--- src/rtl/POLI_types_pkg.sv ---
// Shared types and constants for the APB script master.
//   WORD_SIZE        : APB address/data width
//   *_ADDR           : peripheral register map used by scripts
//   step_op_t        : step opcodes
//   state_t          : script FSM states (also exported on dbg_state)
//   step_t           : one step-table record {op, paddr, pdata}
package POLI_types_pkg;

  localparam int WORD_SIZE = 32;

  localparam logic [WORD_SIZE-1:0] PERIPH_CTRL_ADDR   = 32'h0000_0010;
  localparam logic [WORD_SIZE-1:0] PERIPH_STATUS_ADDR = 32'h0000_0014;
  localparam logic [WORD_SIZE-1:0] PERIPH_DATA_ADDR   = 32'h0000_0018;

  typedef enum logic [2:0] {
    OP_WRITE     = 3'd0,
    OP_WRITE_RES = 3'd1,
    OP_READ      = 3'd2,
    OP_POLL      = 3'd3,
    OP_WAIT      = 3'd4,
    OP_END       = 3'd5
  } step_op_t;

  typedef enum logic [2:0] {
    ST_IDLE   = 3'd0,
    ST_FETCH  = 3'd1,
    ST_SETUP  = 3'd2,
    ST_ACCESS = 3'd3,
    ST_WAIT   = 3'd4,
    ST_FINISH = 3'd5
  } state_t;

  typedef struct packed {
    step_op_t               op;
    logic [WORD_SIZE-1:0]   paddr;
    logic [WORD_SIZE-1:0]   pdata;
  } step_t;

endpackage

--- src/rtl/apb_step_table.sv ---
// Step table: NUM_STEPS records, one synchronous write port, one
// combinational read port. No reset: contents survive RST.
//   clk   : clock
//   we    : write enable (already qualified by the caller)
//   waddr : write index,  wdata : record to store
//   raddr : read index,   rdata : record at raddr (combinational)
module apb_step_table
  import POLI_types_pkg::*;
#(
  parameter int NUM_STEPS = 16,
  localparam int IDX_W    = $clog2(NUM_STEPS)
) (
  input  logic             clk,
  input  logic             we,
  input  logic [IDX_W-1:0] waddr,
  input  step_t            wdata,
  input  logic [IDX_W-1:0] raddr,
  output step_t            rdata
);

  step_t mem_q [NUM_STEPS];

  always_ff @(posedge clk) begin
    if (we) begin
      mem_q[waddr] <= wdata;
    end
  end

  assign rdata = mem_q[raddr];

endmodule

--- src/rtl/apb_script_master.sv ---
// APB script master: executes a programmable list of APB steps
// (WRITE, WRITE_RES, READ, POLL, WAIT, END) from a step table.
//   CLK, RST          : clock, synchronous active-high reset
//   start, loop_en    : run control (start ignored while busy)
//   prog_*            : step-table write port (accepted only while idle)
//   PADDR..PREADY     : APB master port
//   busy, done        : status (done is a one-cycle pulse in FINISH)
//   timeout_err       : sticky POLL timeout, cleared by a new start
//   result            : last value captured by READ/POLL
//   step_idx          : index of the current step
//   dbg_state         : current FSM state
//
// APB handshake: a transfer is SETUP (PSEL=1, PENABLE=0) for one cycle,
// then ACCESS (PSEL=1, PENABLE=1) with address/data/direction held; it
// completes on the rising edge where PSEL & PENABLE & PREADY are all 1,
// and PRDATA is sampled on that same edge.
module apb_script_master
  import POLI_types_pkg::*;
#(
  parameter int NUM_STEPS  = 16,
  parameter int POLL_LIMIT = 256,
  localparam int IDX_W     = $clog2(NUM_STEPS),
  localparam int PCNT_W    = $clog2(POLL_LIMIT + 1)
) (
  input  logic                 CLK,
  input  logic                 RST,
  input  logic                 start,
  input  logic                 loop_en,
  input  logic                 prog_we,
  input  logic [IDX_W-1:0]     prog_idx,
  input  step_op_t             prog_op,
  input  logic [WORD_SIZE-1:0] prog_paddr,
  input  logic [WORD_SIZE-1:0] prog_pdata,
  output logic [WORD_SIZE-1:0] PADDR,
  output logic [WORD_SIZE-1:0] PWDATA,
  output logic                 PWRITE,
  output logic                 PSEL,
  output logic                 PENABLE,
  input  logic [WORD_SIZE-1:0] PRDATA,
  input  logic                 PREADY,
  output logic                 busy,
  output logic                 done,
  output logic                 timeout_err,
  output logic [WORD_SIZE-1:0] result,
  output logic [IDX_W-1:0]     step_idx,
  output state_t               dbg_state
);

  state_t               state_q, state_d;
  logic [IDX_W-1:0]     step_idx_q, step_idx_d;
  logic [PCNT_W-1:0]    poll_cnt_q, poll_cnt_d;
  logic [WORD_SIZE-1:0] wait_cnt_q, wait_cnt_d;
  logic [WORD_SIZE-1:0] result_q, result_d;
  logic                 timeout_err_q, timeout_err_d;
  logic                 advance;
  logic                 apb_active;
  logic                 is_write;
  step_t                cur;

  apb_step_table #(.NUM_STEPS(NUM_STEPS)) u_table (
    .clk   (CLK),
    .we    (prog_we && !busy),
    .waddr (prog_idx),
    .wdata ('{op: prog_op, paddr: prog_paddr, pdata: prog_pdata}),
    .raddr (step_idx_q),
    .rdata (cur)
  );

  always_ff @(posedge CLK) begin
    if (RST) begin
      state_q       <= ST_IDLE;
      step_idx_q    <= '0;
      poll_cnt_q    <= '0;
      wait_cnt_q    <= '0;
      result_q      <= '0;
      timeout_err_q <= 1'b0;
    end else begin
      state_q       <= state_d;
      step_idx_q    <= step_idx_d;
      poll_cnt_q    <= poll_cnt_d;
      wait_cnt_q    <= wait_cnt_d;
      result_q      <= result_d;
      timeout_err_q <= timeout_err_d;
    end
  end

  always_comb begin
    state_d       = state_q;
    step_idx_d    = step_idx_q;
    poll_cnt_d    = poll_cnt_q;
    wait_cnt_d    = wait_cnt_q;
    result_d      = result_q;
    timeout_err_d = timeout_err_q;
    advance       = 1'b0;

    case (state_q)
      ST_IDLE: begin
        if (start) begin
          state_d       = ST_FETCH;
          step_idx_d    = '0;
          timeout_err_d = 1'b0;
        end
      end
      ST_FETCH: begin
        poll_cnt_d = '0;
        case (cur.op)
          OP_WRITE, OP_WRITE_RES, OP_READ, OP_POLL: state_d = ST_SETUP;
          OP_WAIT: begin
            // A zero-length wait completes in FETCH itself.
            if (cur.pdata == '0) begin
              advance = 1'b1;
            end else begin
              wait_cnt_d = cur.pdata;
              state_d    = ST_WAIT;
            end
          end
          default: state_d = ST_FINISH;  // END and unused encodings
        endcase
      end
      ST_SETUP: state_d = ST_ACCESS;
      ST_ACCESS: begin
        if (PREADY) begin
          case (cur.op)
            OP_READ: begin
              result_d = PRDATA;
              advance  = 1'b1;
            end
            OP_POLL: begin
              result_d = PRDATA;
              if ((PRDATA & cur.pdata) != '0) begin
                advance = 1'b1;
              end else if (poll_cnt_q == PCNT_W'(POLL_LIMIT - 1)) begin
                // Timeout leaves step_idx on the failing POLL.
                timeout_err_d = 1'b1;
                state_d       = ST_FINISH;
              end else begin
                poll_cnt_d = poll_cnt_q + 1'b1;
                state_d    = ST_SETUP;
              end
            end
            default: advance = 1'b1;
          endcase
        end
      end
      ST_WAIT: begin
        // wait_cnt was loaded with N, so N cycles are spent here.
        if (wait_cnt_q == WORD_SIZE'(1)) begin
          advance = 1'b1;
        end else begin
          wait_cnt_d = wait_cnt_q - 1'b1;
        end
      end
      ST_FINISH: begin
        if (loop_en && !timeout_err_q) begin
          state_d    = ST_FETCH;
          step_idx_d = '0;
        end else begin
          state_d = ST_IDLE;
        end
      end
      default: state_d = ST_IDLE;
    endcase

    // Running off the end of the table finishes the script (no wrap).
    if (advance) begin
      if (step_idx_q == IDX_W'(NUM_STEPS - 1)) begin
        state_d = ST_FINISH;
      end else begin
        step_idx_d = step_idx_q + 1'b1;
        state_d    = ST_FETCH;
      end
    end
  end

  assign apb_active = (state_q == ST_SETUP) || (state_q == ST_ACCESS);
  assign is_write   = (cur.op == OP_WRITE) || (cur.op == OP_WRITE_RES);

  assign PSEL    = apb_active;
  assign PENABLE = (state_q == ST_ACCESS);
  assign PWRITE  = apb_active && is_write;
  assign PADDR   = apb_active ? cur.paddr : '0;
  assign PWDATA  = (apb_active && is_write) ?
                   ((cur.op == OP_WRITE_RES) ? result_q : cur.pdata) : '0;

  assign busy        = (state_q != ST_IDLE);
  assign done        = (state_q == ST_FINISH);
  assign timeout_err = timeout_err_q;
  assign result      = result_q;
  assign step_idx    = step_idx_q;
  assign dbg_state   = state_q;

endmodule
--- config.mk ---
export PLATFORM = sky130hd
export DESIGN_NAME = apb_script_master
export DESIGN_NICKNAME = d
export VERILOG_FILES = /design/src/rtl/POLI_types_pkg.sv /design/src/rtl/apb_step_table.sv /design/src/rtl/apb_script_master.sv
export SDC_FILE = /design/constraint.sdc
export NUM_CORES = 1
export LEC_CHECK = 0
export BUFFER_PORTS_ARGS = -buffer_cell sky130_fd_sc_hd__buf_2
export CORE_MARGIN = 5
export CORE_UTILIZATION = 55
export DETAILED_ROUTE_END_ITERATION = 8
export PLACE_DENSITY = 0.75
export SETUP_SLACK_MARGIN = 0.3
export SYNTH_ARGS = -nofsm -noshare
export SYNTH_HDL_FRONTEND = slang
export SYNTH_SLANG_ARGS = --single-unit
--- constraint.sdc ---
create_clock -name CLK -period 15.9 [get_ports CLK]
set_clock_uncertainty 0.05 [all_clocks]
set_input_delay 1.59 -clock CLK [delete_from_list [all_inputs] [get_ports CLK]]
set_output_delay 1.59 -clock CLK [all_outputs]
set_load 0.02 [all_outputs]
==> Word level (Yosys, flattened, before mapping) <==
Memory sizes are Yosys's and may differ from the RTL's. A register that Yosys moved wholly into a read port is not among the register bits.
Index checks and enable logic that the tools add are counted.
{ "op_classes": {"addsub": 3, "eq_ne": 27, "n_mux": 44, "bitwise": 1, "reduce_logical": 22} }
{ "op_table": {"columns": ["cell", "n"], "rows": [
  ["$mux W32", 6],
  ["$pmux W32 S2", 1],
  ["$mux W9", 4],
  ["$and A32 B32 Y32", 1],
  ["$eq A32 B1 Y1 const B", 1],
  ["$logic_not A32 Y1", 1],
  ["$reduce_bool A32 Y1", 1],
  ["$sub A32 B1 Y32 const B", 1],
  ["$mux W3", 8],
  ["$mux W4", 5],
  ["$pmux W3 S6", 1],
  ["$pmux W9 S2", 1],
  ["$mux W1", 14],
  ["$ne A2 B2 Y1 const B", 7],
  ["$eq A3 B2 Y1 const B", 4],
  ["$reduce_and A6 Y1", 2],
  ["$add A9 B1 Y9 const B", 1],
  ["$eq A3 B3 Y1 const B", 3],
  ["$eq A9 B8 Y1 const B", 1],
  ["$pmux W4 S2", 1],
  ["$eq A3 B1 Y1 const B", 2],
  ["$logic_not A3 Y1", 2],
  ["$ne A2 B1 Y1 const B", 3],
  ["$ne A3 B1 Y1 const B", 2],
  ["other kinds (17)", 24]
]} }
{ "totals": {"register_bits": 81, "mem_bits_rw": 1072, "output_inout_bits": 109, "elab_cells": 104, "n_memories": 1} }
{ "memory_table": {"columns": ["name", "words", "width", "rd", "rd_ports_with_merged_regs", "wr", "line", "text"], "rows": [
  ["u_table.mem_q", 16, 67, 1, 1, 1, "apb_step_table.sv:21", "step_t mem_q [NUM_STEPS];"]
]} }

==> Depth between registers and ports, before layout <==
Gate-level depths: netlist (run 1).
{ "depth": {"word_depth": 8, "mapped_depth": 18, "depth_no_buf": 10} }

==> Cells and area by module <==
Synthesis (run 1) repeated with hierarchy kept, for this count alone.
{ "hier_totals": {"hier_cells": 2412, "hier_area_um2": 45322.2} }
{ "modules_own_cells": {"columns": ["module", "n_inst", "cells_per_inst", "area_per_inst_um2", "seq_area_each_um2"], "rows": [
  ["apb_step_table", 1, 1657, 40097.2, 32190.9],
  ["apb_script_master", 1, 755, 5225.0, 1621.6]
]} }

==> Worst setup path before layout (run 1) <==
No wires, ideal clock.
{ "synth_timing": {"kind": "in2reg", "start": "in prog_idx[1]", "end": "mem u_table.mem_q[0][0] (netlist name) (enable)", "setup_ns": 0.575, "arrival_ns": 6.575, "required_time_ns": 15.275, "setup_slack_ns": 8.700, "cell_stages": 2, "path_buffers": 0, "cell_sequence": "or3_1 > nor3_1"} }
{ "synth_lines": {"columns": ["element", "line", "text"], "rows": [
  ["from (decl)", "apb_script_master.sv:30", "input logic [IDX_W-1:0] prog_idx,"],
  ["to (decl)", "apb_step_table.sv:21", null]
]} }
Straight into the memory's write port.

==> flow_results.xml, run 1 <==
<?xml version="1.0" encoding="UTF-8"?>
<metrics>
  <group name="status">
    <metric name="outcome" unit="">complete, no violations</metric>
  </group>
  <group name="critical_path">
    <metric name="crit_top_cell" unit="">buf_4</metric>
    <metric name="worst-path-max-fanout" unit="">52</metric>
    <metric name="critical_path.startpoint_type" unit="">flop</metric>
    <metric name="crit_path_end" unit="">PADDR[17]</metric>
    <metric name="worst-endpoint-arrival" unit="ns">5.45</metric>
    <metric name="critical_path.max_stage_delay" unit="ns">0.90</metric>
    <metric name="timing.critical_path.slowest_stage_cell" unit="">buf_4</metric>
    <metric name="cp_cell_sequence" unit="">buf_4 -&gt; buf_4 -&gt; buf_4 -&gt; mux4_2 -&gt; mux4_2 -&gt; and2_1 -&gt; buf_2</metric>
    <metric name="worst_ep_required_time" unit="ns">14.26</metric>
    <metric name="r2r_cells" unit="">11</metric>
    <metric name="path_class" unit="">flop to output port</metric>
    <metric name="regToRegEndpoint" unit="">wait_cnt_q[11]</metric>
    <metric name="critical_path.reg2reg.startpoint" unit="">step_idx[0]</metric>
    <metric name="r2r_setup_slk" unit="ns">9.12</metric>
    <metric name="sort_of_element_at_the_end_of_the_critical_path" unit="">output port</metric>
    <metric name="critical_path.startpoint" unit="">step_idx[0]</metric>
  </group>
  <group name="routing">
    <metric name="wl_per_cell" unit="um">30.61</metric>
    <metric name="drtPass1Iterations" unit="">8</metric>
    <metric name="drcViolationCount" unit="">0</metric>
    <metric name="via_count" unit="">26230</metric>
    <metric name="wirelength" unit="mm">123.0</metric>
    <metric name="detail-route-antenna-nets" unit="">0</metric>
    <metric name="via_per_inst" unit="">6.530</metric>
    <metric name="detail_route.iter0.violations" unit="">3354</metric>
  </group>
  <group name="power">
    <metric name="power_report.internal_total" unit="uW">4912</metric>
    <metric name="share_clk_of_total_power" unit="%">41.1</metric>
    <metric name="power_switching" unit="uW">1360</metric>
    <metric name="power.share.switching" unit="%">21.69</metric>
    <metric name="power-per-cell-area" unit="nW/um^2">119.4</metric>
    <metric name="power.ir.vdd_worst" unit="mV">0.09483</metric>
    <metric name="power_leakage" unit="uW">0.01672</metric>
    <metric name="p_seq_share" unit="%">54.0</metric>
    <metric name="pwr-share-comb" unit="%">4.9</metric>
    <metric name="totalPowerFinal" unit="uW">6272</metric>
  </group>
  <group name="sta">
    <metric name="fin_worst_hold_slack" unit="ns">0.4247</metric>
    <metric name="grt_setup_unrepaired" unit="">false</metric>
    <metric name="hold_viol_final" unit="">0</metric>
    <metric name="layout_min_cycle_time" unit="ns">7.085</metric>
    <metric name="finalSetupViolations" unit="">0</metric>
    <metric name="maxClockFrequency" unit="MHz">141.1</metric>
    <metric name="maxSlewHeadroom" unit="%">14.22</metric>
    <metric name="setup_tns" unit="ns">0</metric>
    <metric name="worstMarginPinSlew" unit="ns">1.287</metric>
    <metric name="total_count_of_max_transition_violations_in_the_final_report" unit="">0</metric>
    <metric name="final_critical_path_share_of_the_clock_period" unit="%">44.56</metric>
    <metric name="fin_ws" unit="ns">8.815</metric>
  </group>
  <group name="yosys">
    <metric name="synth.ff_latch_count" unit="">1153</metric>
    <metric name="avgSynthCellArea" unit="um^2">18.30</metric>
    <metric name="synthesized_area_fraction_occupied_by_adder_cells" unit="%">0.1344</metric>
    <metric name="synthesis.instances" unit="">2542</metric>
    <metric name="synth-simple-area-share" unit="%">4.757</metric>
    <metric name="synth.top_cells.by_area" unit="">edfxtp_1 (69%), mux4_2 (13%), dfxtp_1 (3.5%)</metric>
    <metric name="post_synth_mux_area_share" unit="%">15.92</metric>
    <metric name="synth_largest_area_cell" unit="">edfxtp_1</metric>
    <metric name="portion_of_the_post_synthesis_area_used_by_sequential_elements" unit="%">72.67</metric>
    <metric name="area_fraction_in_compound_gates_after_synthesis" unit="%">4.768</metric>
    <metric name="yosysWarningCount" unit="">0</metric>
    <metric name="syn_nets" unit="">2656</metric>
    <metric name="synth_top_family_by_area" unit="">multiplexers</metric>
    <metric name="synthArstFlopShare" unit="%">0</metric>
    <metric name="yosysUniqueCellTypes" unit="">67</metric>
    <metric name="synth_largest_type_area_fraction" unit="%">69.18</metric>
    <metric name="ys.flop_type" unit="">edfxtp_1</metric>
    <metric name="synthesis.area" unit="um^2">46530</metric>
    <metric name="synth_xor_area_share" unit="%">0.01882</metric>
    <metric name="synth_edf_count" unit="">1072</metric>
  </group>
  <group name="clock_tree">
    <metric name="clkLatencyLatePin" unit="ns">0.68</metric>
    <metric name="cts_tree" unit="">built</metric>
    <metric name="clk_root_buffer_cell" unit="">clkbuf_16</metric>
    <metric name="ctsHoldBuffers" unit="">0</metric>
    <metric name="cts-resized-gates" unit="">0</metric>
    <metric name="cts_num_sinks" unit="">1153</metric>
    <metric name="clk_pin_slew" unit="ns">0.06</metric>
    <metric name="cts_made_buffers" unit="">107</metric>
    <metric name="maximum_buffer_depth_of_the_clock_tree" unit="">3</metric>
    <metric name="ctsHtreeMaxLevel" unit="">3</metric>
    <metric name="post_cts_buffers" unit="">0</metric>
  </group>
  <group name="global_routing">
    <metric name="number_of_global_route_vias_before_repair" unit="">26300</metric>
    <metric name="all_layer_global_routing_usage" unit="%">26.75</metric>
    <metric name="wire_length_of_the_first_global_routing_pass" unit="mm">177.7</metric>
    <metric name="overflow" unit="">0</metric>
    <metric name="grt_antenna_before_repair" unit="">23</metric>
    <metric name="grt_max_degree" unit="">151</metric>
  </group>
  <group name="floorplanning">
    <metric name="dieArea" unit="um^2">90520</metric>
    <metric name="initial_utilization" unit="%">55.51</metric>
    <metric name="fp.dieH" unit="um">300.9</metric>
    <metric name="core-area" unit="um^2">83820</metric>
    <metric name="die-width" unit="um">300.9</metric>
    <metric name="ios" unit="">218</metric>
    <metric name="core.rowCount" unit="">106</metric>
  </group>
  <group name="layout">
    <metric name="finalNetCount" unit="">2888</metric>
    <metric name="regArea" unit="um^2">33820</metric>
    <metric name="layout.cells.most_common_list" unit="">edfxtp_1 (1,072), mux4_2 (264), buf_2 (217)</metric>
    <metric name="final_core_utilization" unit="%">62.65</metric>
    <metric name="share_of_post_route_cells_with_drive_strength_above_1" unit="%">26.29</metric>
    <metric name="layout_commonest_cell" unit="">edfxtp_1</metric>
    <metric name="multiInputGateArea" unit="um^2">12040</metric>
    <metric name="area_growth" unit="%">12.86</metric>
    <metric name="count_of_fill_cells_added_during_filler_insertion" unit="">5773</metric>
  </group>
  <group name="flow_run">
    <metric name="max_cap_violations" unit="">0</metric>
  </group>
  <group name="hold_path">
    <metric name="worst_min_delay_path_category" unit="">flop to flop</metric>
  </group>
  <group name="place">
    <metric name="preCtsSetupSlack" unit="ns">9.103</metric>
    <metric name="gp_routability_congestion" unit="">0.9372</metric>
    <metric name="post-dp-hpwl" unit="mm">69.17</metric>
    <metric name="portBuffers" unit="">217</metric>
  </group>
</metrics>
per-stage QoR:
step	instances	cell area, um^2
final	4017	52510
after global routing	4007	52490
after CTS	4002	52480
after detailed placement	3799	48900
after global placement	3799	48900
after floorplan	2542	46530
cells in the mapped netlist (3+ instances only):
library cell	n
o311ai_0	26
nor2_1	129
a22oi_1	46
o211ai_1	4
a221oi_1	10
o32ai_1	6
nand2b_1	9
nor3b_1	4
a32oi_1	5
a21oi_1	114
buf_1	19
a31oi_1	11
buf_2	28
a211oi_1	12
nand4_1	8
a22o_1	9
ha_1	5
inv_1	23
nor2b_1	13
and4_1	3
nand3_1	20
buf_4	3
nor3_1	39
o41ai_1	4
o31ai_1	27
mux2_2	24
nand2_1	155
or4_1	5
edfxtp_1	1072
buf_6	13
o22ai_1	3
mux4_2	264
dfxtp_1	81
o21ai_0	26
and2_1	41
o2111ai_1	4
or3_1	8
nor4_1	14
clkbuf_1	87
nand4b_1	5
and3_1	13
mux2i_1	119
final cells by class:
type / count / area share [%]
clock inverter: 70 / 1.294
tap: 1134 / 2.702
timing repair buffer: 274 / 2.907
antenna: 15 / 0.07148
multi-input combinational: 1215 / 22.93
clock buffer: 133 / 5.520
inverter: 23 / 0.1692
sequential: 1153 / 64.41
power by group through the flow:
stage,sequential (uW),clock (uW),combinational [uW]
floorplan,3450,0,172
global placement,3450,0,293
detailed placement,3450,0,302
CTS,3390,2610,304
global route,3390,2740,331
finish,3390,2580,309
worst min-delay path by stage:
stage | cells after the start | to | slack, ns | startpoint
floorplan | 2 | poll_cnt_q[7] | 0.40 | poll_cnt_q[7]
CTS | 2 | result[26] | 0.42 | result[26]
global route | 2 | result[12] | 0.44 | result[12]
global placement | 2 | result[20] | 0.40 | result[20]
finish | 2 | result[26] | 0.42 | result[26]
detailed placement | 2 | result[26] | 0.42 | result[26]
per-layer routing:
layer	global-route usage [%]	part of all wire [%]	vias up
met1	36.23	37	13480
met5	0	0.078	-
met3	4.859	9.3	267
li1	-	-	10880
met4	10.17	4.1	14
met2	44.07	49	1593
logic make-up after synthesis:
family                   after synthesis
flip-flops                          1153
adder cells (fa/ha/maj)                5
AND/OR/NAND/NOR                      473
XOR/XNOR                               1
buffers and inverters                174
AO/OA/AOI/OAI                        329
multiplexers                         407
flip-flops by register name (all words and copies together), names as in the netlist:
signal	cells
step_idx	4
poll_cnt_q	9
wait_cnt_q	32
u_table.mem_q	1072
result	32
dbg_state	3
timeout_err	1
critical path, delay by kind of cell (launching register included):
| family | cells | cell delay [ns] |
|---|---|---|
| mux | 2 | 1.08 |
| simple gates | 1 | 0.23 |
| buf+inv | 4 | 2.65 |
| flops | 1 | 0.70 |
Power figures use the tool's default switching activity.
==> run 2, diff against run 1 <==
clock period = 6.55 ns   (was 15.9 ns; I/O delays follow)
==> flow_results.xml, run 2 (same netlist as run 1, synthesis figures left out) <==
<?xml version="1.0" encoding="UTF-8"?>
<metrics>
  <group name="status">
    <metric name="outcome" unit="">complete, no violations</metric>
  </group>
  <group name="sta">
    <metric name="grt_setup_unrepaired" unit="">false</metric>
    <metric name="maxSlewHeadroom" unit="%">9.783</metric>
    <metric name="total_count_of_max_transition_violations_in_the_final_report" unit="">0</metric>
    <metric name="finalSetupViolations" unit="">0</metric>
    <metric name="fin_worst_hold_slack" unit="ns">0.1873</metric>
    <metric name="fin_ws" unit="ns">1.006</metric>
    <metric name="maxClockFrequency" unit="MHz">180.4</metric>
    <metric name="final_critical_path_share_of_the_clock_period" unit="%">84.64</metric>
    <metric name="worstMarginPinSlew" unit="ns">1.353</metric>
    <metric name="setup_tns" unit="ns">0</metric>
    <metric name="hold_viol_final" unit="">0</metric>
    <metric name="layout_min_cycle_time" unit="ns">5.544</metric>
  </group>
  <group name="critical_path">
    <metric name="critical_path.max_stage_delay" unit="ns">1.04</metric>
    <metric name="sort_of_element_at_the_end_of_the_critical_path" unit="">flop</metric>
    <metric name="path_class" unit="">flop to flop</metric>
    <metric name="worstPathBufferInverterCount" unit="">2</metric>
    <metric name="worst-path-max-fanout" unit="">46</metric>
    <metric name="timing.critical_path.slowest_stage_cell" unit="">or2_1</metric>
    <metric name="cp_cell_sequence" unit="">buf_4 -&gt; mux4_2 -&gt; mux2_2 -&gt; nor3_1 -&gt; o2111ai_1 -&gt; nor4_1 -&gt; o2111ai_1 -&gt; a41oi_2 -&gt; buf_4 -&gt; or2_1 -&gt; o21ai_0</metric>
    <metric name="critical_path.startpoint_type" unit="">flop</metric>
    <metric name="worst_ep_required_time" unit="ns">6.98</metric>
    <metric name="timing.critical_path.max_delay_family" unit="">simple AND/OR/NAND/NOR gates</metric>
    <metric name="worst-endpoint-arrival" unit="ns">5.97</metric>
  </group>
  <group name="layout">
    <metric name="finalNonFillerCells" unit="">4018</metric>
    <metric name="share_of_post_route_cells_with_drive_strength_above_1" unit="%">26.00</metric>
    <metric name="largest_register_ffs" unit="">1072</metric>
    <metric name="layout.cells.most_common_list" unit="">edfxtp_1 (1,072), mux4_2 (264), buf_2 (217)</metric>
    <metric name="finalNetCount" unit="">2897</metric>
    <metric name="layout_commonest_cell" unit="">edfxtp_1</metric>
    <metric name="registers.top_by_ff_count" unit="">u_table.mem_q</metric>
    <metric name="area_growth" unit="%">13.15</metric>
  </group>
  <group name="clock_tree">
    <metric name="clkLatencyLatePin" unit="ns">0.70</metric>
    <metric name="ctsHtreeMaxLevel" unit="">3</metric>
    <metric name="cts_tree" unit="">built</metric>
    <metric name="clk_root_buffer_cell" unit="">clkbuf_16</metric>
    <metric name="post_cts_buffers" unit="">0</metric>
    <metric name="maximum_buffer_depth_of_the_clock_tree" unit="">3</metric>
    <metric name="clk_pin_slew" unit="ns">0.06</metric>
    <metric name="cts-resized-gates" unit="">0</metric>
    <metric name="cts_made_buffers" unit="">108</metric>
    <metric name="ctsHoldBuffers" unit="">0</metric>
    <metric name="cts_num_sinks" unit="">1153</metric>
  </group>
  <group name="place">
    <metric name="post-dp-hpwl" unit="mm">72.62</metric>
    <metric name="dpl.cell_count" unit="">3807</metric>
    <metric name="portBuffers" unit="">217</metric>
    <metric name="preCtsSetupSlack" unit="ns">1.194</metric>
    <metric name="gp_routability_congestion" unit="">0.9315</metric>
  </group>
  <group name="routing">
    <metric name="detail_route.iter0.violations" unit="">3458</metric>
    <metric name="drcViolationCount" unit="">0</metric>
    <metric name="via_per_inst" unit="">6.564</metric>
    <metric name="drtPass1Iterations" unit="">6</metric>
    <metric name="detail-route-antenna-nets" unit="">0</metric>
    <metric name="wirelength" unit="mm">124.4</metric>
    <metric name="wl_per_cell" unit="um">30.95</metric>
    <metric name="via_count" unit="">26370</metric>
  </group>
  <group name="floorplanning">
    <metric name="die-width" unit="um">300.9</metric>
    <metric name="initial_utilization" unit="%">55.51</metric>
    <metric name="fp.dieH" unit="um">300.9</metric>
    <metric name="ios" unit="">218</metric>
    <metric name="core-area" unit="um^2">83820</metric>
    <metric name="dieArea" unit="um^2">90520</metric>
    <metric name="core.rowCount" unit="">106</metric>
  </group>
  <group name="power">
    <metric name="power_switching" unit="uW">3355</metric>
    <metric name="pwr-share-comb" unit="%">4.9</metric>
    <metric name="power_report.internal_total" unit="uW">11960</metric>
    <metric name="p_seq_share" unit="%">53.7</metric>
    <metric name="power.ir.vdd_worst" unit="mV">0.2769</metric>
    <metric name="share_clk_of_total_power" unit="%">41.4</metric>
    <metric name="power_leakage" unit="uW">0.01676</metric>
    <metric name="power-per-cell-area" unit="nW/um^2">290.8</metric>
    <metric name="power.share.switching" unit="%">21.91</metric>
    <metric name="totalPowerFinal" unit="uW">15310</metric>
  </group>
  <group name="global_routing">
    <metric name="grt_max_degree" unit="">73</metric>
    <metric name="all_layer_global_routing_usage" unit="%">27.42</metric>
    <metric name="wire_length_of_the_first_global_routing_pass" unit="mm">182.4</metric>
    <metric name="overflow" unit="">0</metric>
    <metric name="grt_antenna_before_repair" unit="">17</metric>
    <metric name="number_of_global_route_vias_before_repair" unit="">26840</metric>
  </group>
  <group name="hold_path">
    <metric name="worst_min_delay_path_category" unit="">primary input to flop</metric>
  </group>
  <group name="flow_run">
    <metric name="max_cap_violations" unit="">0</metric>
  </group>
</metrics>
==> run 2: cell count changes in the layout (fill, tap and decap cells not counted), sizes merged <==
cell / delta
clkinvlp: -2
bufinv: +3
buf: +8
clkinv: -4
diode: -4
==> run 2: final timing paths <==
path | from | end | slack [ns] | cells past startpoint
hold / removal | start | timeout_err | 0.19 | 2
hold reg to reg | result[12] | result[12] | 0.42 | 2
setup / recovery | step_idx[0] | wait_cnt_q[11] | 1.01 | 11
setup reg to reg | step_idx[0] | wait_cnt_q[11] | 1.01 | 11
==> run 2: area by class of cell <==
type,count,area (um^2)
Sequential cell,1153,33820
Fill cell,5795,31170
Multi-Input combinational cell,1215,12070
Clock buffer,133,2806
Timing Repair Buffer,282,1612
Tap cell,1134,1419
Clock inverter,67,805.8
Inverter,23,88.84
Antenna cell,11,27.53
==> run 2: worst reg2reg max path, delay by kind of cell (launching register included) <==
kind | cells | cell delay, ns
AOI/OAI and AO/OA | 4 | 1.10
buffers and inverters | 2 | 0.87
DFF | 1 | 0.94
and+or+nand+nor | 3 | 1.50
muxes | 2 | 0.90
==> run 2: metrics by stage <==
| step | util, % | area, um^2 |
|---|---|---|
| floorplan | - | 46550 |
| global placement | 58.47 | 49010 |
| detailed placement | 58.47 | 49010 |
| CTS | 62.78 | 52620 |
| global route | 62.78 | 52630 |
| finish | 62.81 | 52650 |
==> run 2: per-layer routing <==
metal / GRT usage [%] / wire (um)
met2: 44.66 / 60810
met1: 37.56 / 46670
met3: 5.674 / 12010
met5: 0 / 46
met4: 9.556 / 4816
==> run 2: power groups by stage <==
| stage | Sequential (uW) | Combinational, uW | Clock, uW |
|---|---|---|---|
| 3_5_place_dp | 8380 | 736 | 0 |
| 6_report | 8230 | 755 | 6330 |
| 4_1_cts | 8220 | 740 | 6430 |
| 2_1_floorplan | 8370 | 419 | 0 |
| 5_1_grt | 8230 | 811 | 6740 |
| 3_3_place_gp | 8370 | 710 | 0 |
